$ cat config.mk
export PLATFORM = sky130hd
export DESIGN_NAME = multi_timer
export DESIGN_NICKNAME = d
export VERILOG_FILES = /design/src/rtl/timer_pkg.sv /design/src/rtl/timer_channel.sv /design/src/rtl/multi_timer.sv
export SDC_FILE = /design/constraint.sdc
export NUM_CORES = 1
export LEC_CHECK = 0
export BUFFER_PORTS_ARGS = -buffer_cell sky130_fd_sc_hd__buf_2
export CORE_MARGIN = 10
export CORE_UTILIZATION = 65
export CTS_CLUSTER_DIAMETER = 50
export DETAILED_ROUTE_END_ITERATION = 10
export PLACE_DENSITY = 0.91
export RECOVER_POWER = 50
export SYNTH_ARGS = -nofsm -noshare
export SYNTH_HDL_FRONTEND = slang
export SYNTH_SLANG_ARGS = --single-unit
export TNS_END_PERCENT = 100
$ cat constraint.sdc
create_clock -name clk -period 4.3 [get_ports clk]
set_input_delay 0.86 -clock clk [delete_from_list [all_inputs] [get_ports clk]]
set_output_delay 0.86 -clock clk [all_outputs]
set_load 0.05 [all_outputs]
$ cat src/rtl/timer_pkg.sv
// Shared definitions for the multi-channel timer: register offsets, MODE
// encodings, CTRL bit positions and the per-channel FSM state type.
package timer_pkg;

    // Register offsets within a channel (addr[1:0])
    localparam logic [1:0] REG_CTRL   = 2'd0;
    localparam logic [1:0] REG_PRESET = 2'd1;
    localparam logic [1:0] REG_COUNT  = 2'd2;
    localparam logic [1:0] REG_STATUS = 2'd3;

    // MODE encodings; the two reserved codes fall through to one-shot
    localparam logic [1:0] MODE_ONESHOT = 2'b00;
    localparam logic [1:0] MODE_AUTO    = 2'b01;

    // CTRL bit positions
    localparam int CTRL_EN      = 0;
    localparam int CTRL_MODE_LO = 1;
    localparam int CTRL_MODE_HI = 2;
    localparam int CTRL_IM      = 3;

    typedef enum logic [1:0] {
        IDLE = 2'd0,
        LOAD = 2'd1,
        CNT  = 2'd2,
        INT  = 2'd3
    } state_t;

endpackage

$ cat src/rtl/timer_channel.sv
// One timer channel: CTRL/PRESET/COUNT/STATUS registers, the
// IDLE/LOAD/CNT/INT sequencer, the pending flag and a 32-bit read mux.
module timer_channel
    import timer_pkg::*;
#(
    parameter int WIDTH = 32
) (
    input  logic        clk,
    input  logic        rst,
    input  logic        we,
    input  logic [1:0]  sel,
    input  logic [31:0] din,
    output logic [31:0] rdata,
    output logic        irq
);

    state_t             state;
    state_t             state_next;

    logic               en;
    logic [1:0]         mode;
    logic               im;
    logic [WIDTH-1:0]   preset;
    logic [WIDTH-1:0]   count;
    logic               pend;

    logic               do_load;
    logic               do_dec;
    logic               do_expire;
    logic               do_en_clr;

    // Upper write-data bits are not stored when WIDTH < 32
    logic               unused_din;
    assign unused_din = ^din;

    // State register
    // NOTE: sequential state uses non-blocking assignments so every flop samples pre-edge values.
    always_ff @(posedge clk) begin
        if (rst) state <= IDLE;
        else     state <= state_next;
    end

    // Next-state and datapath control decode
    always_comb begin
        // NOTE: every output gets a default first so no path through the case infers a latch.
        state_next = state;
        do_load    = 1'b0;
        do_dec     = 1'b0;
        do_expire  = 1'b0;
        do_en_clr  = 1'b0;
        case (state)
            IDLE: begin
                if (en) state_next = LOAD;
            end
            LOAD: begin
                do_load    = 1'b1;
                state_next = CNT;
            end
            CNT: begin
                if (!en) begin
                    state_next = IDLE;
                end else if (count > WIDTH'(1)) begin
                    do_dec = 1'b1;
                end else begin
                    // A loaded zero expires on the same edge as a loaded one
                    do_expire  = 1'b1;
                    state_next = INT;
                end
            end
            INT: begin
                if (mode == MODE_AUTO) begin
                    state_next = LOAD;
                end else begin
                    do_en_clr  = 1'b1;
                    state_next = IDLE;
                end
            end
            default: state_next = IDLE;
        endcase
    end

    // Registers: counter, control, preset and pending flag
    always_ff @(posedge clk) begin
        if (rst) begin
            en     <= 1'b0;
            mode   <= MODE_ONESHOT;
            im     <= 1'b0;
            preset <= '0;
            count  <= '0;
            pend   <= 1'b0;
        end else begin
            if (do_load)        count <= preset;
            else if (do_dec)    count <= count - WIDTH'(1);
            else if (do_expire) count <= '0;

            // Software CTRL write is ordered after the one-shot clear so it wins
            if (do_en_clr) en <= 1'b0;
            if (we && sel == REG_CTRL) begin
                en   <= din[CTRL_EN];
                mode <= din[CTRL_MODE_HI:CTRL_MODE_LO];
                im   <= din[CTRL_IM];
            end

            // New preset is only picked up by the next LOAD
            if (we && sel == REG_PRESET) preset <= din[WIDTH-1:0];

            // Hardware set is ordered after the W1C so it wins
            if (we && sel == REG_STATUS && din[0]) pend <= 1'b0;
            if (do_expire) pend <= 1'b1;
        end
    end

    // Read mux, zero-extended to 32 bits
    always_comb begin
        rdata = '0;
        case (sel)
            REG_CTRL:   rdata = {28'd0, im, mode, en};
            REG_PRESET: rdata = 32'(preset);
            REG_COUNT:  rdata = 32'(count);
            REG_STATUS: rdata = {31'd0, pend};
            default:    rdata = '0;
        endcase
    end

    assign irq = pend & im;

endmodule

$ cat src/rtl/multi_timer.sv
// Multi-channel programmable timer: decodes channel/register from the word
// address, instantiates CHANNELS timer channels, muxes read data and ORs
// the per-channel interrupts into irq.
module multi_timer
    import timer_pkg::*;
#(
    parameter int CHANNELS = 2,
    parameter int WIDTH    = 32,
    parameter int AW       = $clog2(CHANNELS) + 2
) (
    input  logic                clk,
    input  logic                rst,
    input  logic [AW-1:0]       addr,
    input  logic                we,
    input  logic [31:0]         din,
    output logic [31:0]         dout,
    output logic [CHANNELS-1:0] irq_vec,
    output logic                irq
);

    logic [31:0] ch_idx;
    logic [1:0]  sel;
    logic [31:0] rdata [CHANNELS];

    // Shift rather than slice so a single-channel build (AW=2) still works
    assign ch_idx = 32'(addr >> 2);
    assign sel    = addr[1:0];

    for (genvar i = 0; i < CHANNELS; i++) begin : g_ch
        timer_channel #(
            .WIDTH (WIDTH)
        ) u_ch (
            .clk   (clk),
            .rst   (rst),
            .we    (we && (ch_idx == 32'(i))),
            .sel   (sel),
            .din   (din),
            .rdata (rdata[i]),
            .irq   (irq_vec[i])
        );
    end

    // Read-data mux; channel indices beyond CHANNELS read as zero
    always_comb begin
        dout = '0;
        for (int i = 0; i < CHANNELS; i++) begin
            if (ch_idx == 32'(i)) dout = rdata[i];
        end
    end

    assign irq = |irq_vec;

endmodule

Yosys cells after proc, flatten, opt, wreduce, memory -nomap -nowiden
Index checks and enable logic that the tools add are counted.
{"block": "totals", "regBits": 142, "word_cells": 104, "rom_bits": 0, "memories": 0, "output_inout_bits": 35, "ramBits": 0, "latch_bits": 0, "input_bits": 38}
{"block": "classes", "div": 0, "n_mul": 0, "n_bitwise": 2, "n_reduce_logical": 23, "n_eq_ne": 15, "muxes": 46, "shift": 0, "order_cmp": 2, "add_sub_neg": 2}
{"operator": "2-to-1 mux 32 bit", "count": 8}
{"operator": "one-hot mux 32 bit (4 select lines)", "count": 2}
{"operator": "greater-than comparator 32 x 1 -> 1 bit, second input constant", "count": 2}
{"operator": "subtractor 32 x 1 -> 32 bit, second input constant", "count": 2}
{"operator": "logical NOT 32 bit", "count": 1}
{"operator": "2-to-1 mux 1 bit", "count": 28}
{"operator": "one-hot mux 2 bit (4 select lines)", "count": 2}
{"operator": "== test 2 bit, second input constant", "count": 6}
{"operator": "2-to-1 mux 2 bit", "count": 6}
{"operator": "== test 2 x 1 -> 1 bit, second input constant", "count": 5}
{"operator": "logical AND 1 bit", "count": 10}
{"operator": "nonzero test 2 bit", "count": 4}
{"operator": "logical NOT 2 bit", "count": 3}
{"operator": "!= test 3 bit, second input constant", "count": 2}
{"operator": "nonzero test 3 bit", "count": 2}
{"operator": "!= test 2 x 1 -> 1 bit, second input constant", "count": 2}
{"operator": "AND reduction 2 bit", "count": 2}
{"operator": "bitwise AND 1 bit", "count": 2}
{"operator": "OR reduction 2 bit", "count": 1}

Depth between registers and ports, before layout
{"block": "logic_depth", "depth_word": 7, "ltp_mapped": 8, "ltp_nobuf": 7}

Hierarchy
From an unflattened synthesis, not the netlist that was laid out.
{"block": "unflattened", "cells_unflattened": 1001, "hier_area_um2": 8111.5}
{"module": "timer_channel (g_ch[0].u_ch)", "seq_area_each_um2": 1421.4, "instances": 1, "cells_each": 487, "area_each_um2": 3813.7}
{"module": "timer_channel (g_ch[1].u_ch)", "seq_area_each_um2": 1421.4, "instances": 1, "cells_each": 475, "area_each_um2": 3747.3}
{"module": "multi_timer", "seq_area_each_um2": 0.0, "instances": 1, "cells_each": 39, "area_each_um2": 550.5}

Worst setup path before layout
OpenSTA, ideal clock, no wires.
{"block": "synth_timing", "kind": "input-to-output", "from": "input addr[1]", "to": "output dout[11]", "t_arrival_ns": 2.499, "path_buffers": 2, "path_slack_ns": 0.941, "t_required_ns": 3.440, "stages": 5, "cell_sequence": "nor2b_1 > clkbuf_1 > buf_1 > a22oi_1 > a21oi_1"}
{"block": "synth_via", "elab_chain_len": 4, "elab_cells_between_ends": 8, "cone_classes": "eq/ne (3); mux (4); reduce/logical (1)"}
{"item": "start, declared", "line_no": "multi_timer.sv:13", "source": "input logic [AW-1:0] addr,"}
{"item": "== test 2 bit, or another cell as far along", "line_no": "timer_channel.sv:116", "source": "case (sel)"}
{"item": "one-hot mux 32 bit (4 select lines)", "line_no": "timer_channel.sv:116"}
{"item": "2-to-1 mux 32 bit", "line_no": "multi_timer.sv:47", "source": "if (ch_idx == 32'(i)) dout = rdata[i];"}
{"item": "2-to-1 mux 32 bit (*)", "line_no": "multi_timer.sv:47"}
{"item": "end, declared", "line_no": "multi_timer.sv:16", "source": "output logic [31:0] dout,"}
Every way passes the cells marked *; elsewhere a longest branch is shown, timed or not.

Worst setup path in the final report
{"block": "layout_timing", "from": "input addr[2]", "to": "output dout[15]"}
{"block": "layout_via", "elab_chain_len": 3}
{"item": "logical NOT 32 bit", "line_no": "multi_timer.sv:47"}
{"item": "2-to-1 mux 32 bit", "line_no": "multi_timer.sv:47"}
{"item": "2-to-1 mux 32 bit (*)", "line_no": "multi_timer.sv:47"}
Marks and branches as above.

==> key figures <==
Floorplan
  – Core ar.: 0.0116 mm²
  – Die Ht: 129 µm
  – Ports: 73
  – Row count: 39
  – Full die area: 0.0168 mm²
  – Die W: 129 µm
  – Starting Density: 67.3%

Yosys
  – Post-Syn Nets: 1046
  – Yosys warns: 0
  – #FFs+latches synth: 142
  – Sequential area share after synthesis: 36.5%
  – Post-synth ARST share: 0%
  – Netlist Area Pre-Place: 0.00778 mm²
  – Ys flop type: dfxtp_1
  – EDFF count, synth: 0
  – Syn Inst Count: 1004
  – Post-Syn Area per Cell: 7.75 µm²
  – Cell variety after synth: 62

Worst hold path
  – Endpoint, Worst Hold: g_ch[0].u_ch.preset[29]$_SDFFE_PP0P_
  – Min-Delay Path Depth: 2
  – Min-delay src: g_ch[0].u_ch.preset[29]$_SDFFE_PP0P_
  – Hold Crit Class: reg2reg

Worst setup path
  – Crit start category: input port
  – Slowest cell delay on critical path: 0.82 ns
  – Critical path arrival: 2.73 ns
  – Worst Path Max Fanout: 23
  – WP buf/inv: 3
  – Slowest CP cell: clkbuf_1
  – Critical R2R Capture: g_ch[1].u_ch.count[22]$_SDFFE_PP0P_
  – Cell family contributing the most delay on the critical path: buffers and inverters
  – Worst-path cell chain: clkbuf_1 > buf_4 > a221oi_1 > a21oi_1 > buf_2
  – Critical setup path kind: in2out
  – Worst Path Required: 3.44 ns
  – CP endpoint kind: output port
  – Worst R2R Path Depth: 5
  – Worst reg2reg setup slack: 1.47 ns
  – Worst R2R Start: g_ch[1].u_ch.state[0]$_SDFFE_PP0P_

Power
  – Leakage: 3.45 nW
  – Power Density: 357 mW/mm²
  – VDD IR-drop max: 0.302 mV

Clocking
  – Sink Count: 142
  – Clk Latency, worst-skew pair: 0.42 ns
  – Post-CTS Resized: 0
  – Post-CTS setup buffers: 0
  – CTS Hold Bufs: 0
  – Clk slew on worst S/H paths: 0.06 ns
  – CTS root buffer: clkbuf_16
  – CTS tree: built
  – Number of H-tree levels: 4
  – Clock Tree Buf Depth: 2
  – CTS Buf Count: 17

GRT
  – GRT Total Usage: 31.7%
  – Vias in the first global route: 7506
  – Global route overflow: 0
  – Largest net degree at the start of global routing: 75
  – First-pass GRT wire length: 42300 µm
  – Initial antenna violation count: 0

Timing
  – Max-slew headroom: -9.28%
  – Maximum clock rate: 279 MHz
  – Least-Margin Pin Slew: 1.64 ns
  – Finish-stage setup viols: 0
  – Period minus WS final: 3.59 ns
  – Final setup TNS: 0 ns
  – Hold slack: 0.477 ns
  – Setup Skew: 0.00638 ns
  – Final hold vios: 0
  – Period utilization: 83.5%
  – RSZ-0062 raised after global routing: no
  – Fin. max-slew vios: 75

Finish
  – P&R area growth vs syn: 12.3%
  – Nets: 1073
  – Design area: 0.00874 mm²
  – Share of layout cells above drive strength 1: 13.5%
  – Commonest non-fill, non-tap cells in the layout: nand2_1, dfxtp_1, a21oi_1
  – Diodes inserted: 0
  – Commonest non-fill, non-tap cell in the layout: nand2_1

Placed design
  – Port Buffers: 72
  – Post-DP HPWL: 18100 µm
  – Placed cell areas: 0.00817 mm²
  – Placer Congestion: 0.959

Outcome
  – Violated checks: capacitance limit, slew limit
  – Status: complete, but fails checks

Drt
  – First-pass DRT Iterations: 9
  – Vias: 8603
  – Vias per cell: 7.25
  – Post-route ant nets: 0
  – DRT iter0 DRCs: 1544
  – Final wirelength: 27100 µm
  – DRC Markers: 0
  – Routed len/inst: 22.8 µm

Run
  – Max_cap viols: 1
## registers in the layout (all words and copies together) (netlist names)
name              cells
g_ch.u_ch.pend        2
g_ch.u_ch.state       4
g_ch.u_ch.count      64
g_ch.u_ch.im          2
g_ch.u_ch.en          2
g_ch.u_ch.mode        4
g_ch.u_ch.preset     64
## cell families (layout without fill, tap and decap cells)
group	count (synthesis)	count (layout)	synth area share (%)
and+or+nand+nor	397	397	25.9
AOI/OAI and AO/OA	318	318	25.8
DFF	142	142	36.5
buffers and inverters	93	133	4.90
xor gates and xnor gates	33	33	3.71
muxes	17	17	2.52
adders and majority gates	4	4	0.643
## final cells by class
class                   count  area [µm²]
inverters                   9        33.8
repair buffers             92         500
clock buffers              27         533
multi-input cells         769        4580
flip-flops and latches    142        2840
clock inverters             5        75.1
well taps                 143         179
fillers                   852        2820
## cell usage after synthesis, types with 4 or more instances
cell / n / area share, %
nor2_1: 46 / 2.2
nor3b_1: 6 / 0.58
xnor2_1: 21 / 2.4
nor2b_1: 6 / 0.48
a21oi_1: 140 / 9.0
o211ai_1: 6 / 0.58
or2_2: 8 / 0.64
inv_1: 9 / 0.43
or4_1: 10 / 0.96
nand2_1: 162 / 7.8
nand3b_1: 4 / 0.39
o21a_1: 5 / 0.48
nor3_1: 31 / 2.0
buf_2: 8 / 0.51
o21ai_0: 16 / 1.0
nand2b_1: 5 / 0.40
clkbuf_1: 66 / 3.2
xor2_1: 12 / 1.4
a31oi_1: 17 / 1.4
mux2i_1: 14 / 1.8
or3_1: 8 / 0.64
nand4_1: 9 / 0.72
nor4_1: 19 / 1.5
ha_1: 4 / 0.64
buf_1: 6 / 0.29
a221oi_1: 28 / 3.2
o22ai_1: 33 / 2.7
and3_1: 32 / 2.6
a22oi_1: 46 / 4.4
nand3_1: 30 / 1.9
dfxtp_1: 142 / 37
## tightest hold or removal path, stage by stage, from the launching register on
cell and delay [ns]:
dfxtp_1 0.32, nand2_1 0.06, a21oi_1 0.05
## report_power, final
group          internal [mW]  switching [mW]  leakage (nW)
registers               1.33          0.0172          1.15
logic                 0.0685           0.198          2.00
clock network          0.961           0.548         0.303
## per-layer routing
| metal | global-route usage (%) | wire, µm | share of wire [%] |
|---|---|---|---|
| met1 | 42.0 | 10300 | 38 |
| met2 | 47.6 | 12000 | 44 |
| met3 | 9.71 | 3830 | 14 |
| met4 | 12.1 | 1020 | 3.8 |
| met5 | 0 | 0 | 0 |
## worst max path at each step
stage / startpoint / to / slack, ns / depth (start not counted)
after floorplan: addr[1] / dout[11] / 0.94 / 5
after global placement: addr[0] / dout[15] / 1.13 / 6
after detailed placement: addr[0] / dout[15] / 1.04 / 6
after CTS: addr[0] / dout[15] / 1.02 / 6
after global routing: addr[2] / dout[4] / 0.67 / 5
final: addr[2] / dout[15] / 0.71 / 5
## metrics by stage
stage                     worst slack, ns  power (mW)  cells  util, %
after floorplan                     0.941        1.54   1004        -
after global placement               1.13        1.63   1155     70.6
after detailed placement             1.04        1.63   1155     70.6
after CTS                            1.02        3.11   1187     75.9
after global routing                0.666        3.19   1187     75.6
final                               0.711        3.12   1187     75.6
Note: power is estimated with default switching activity, not from simulation.
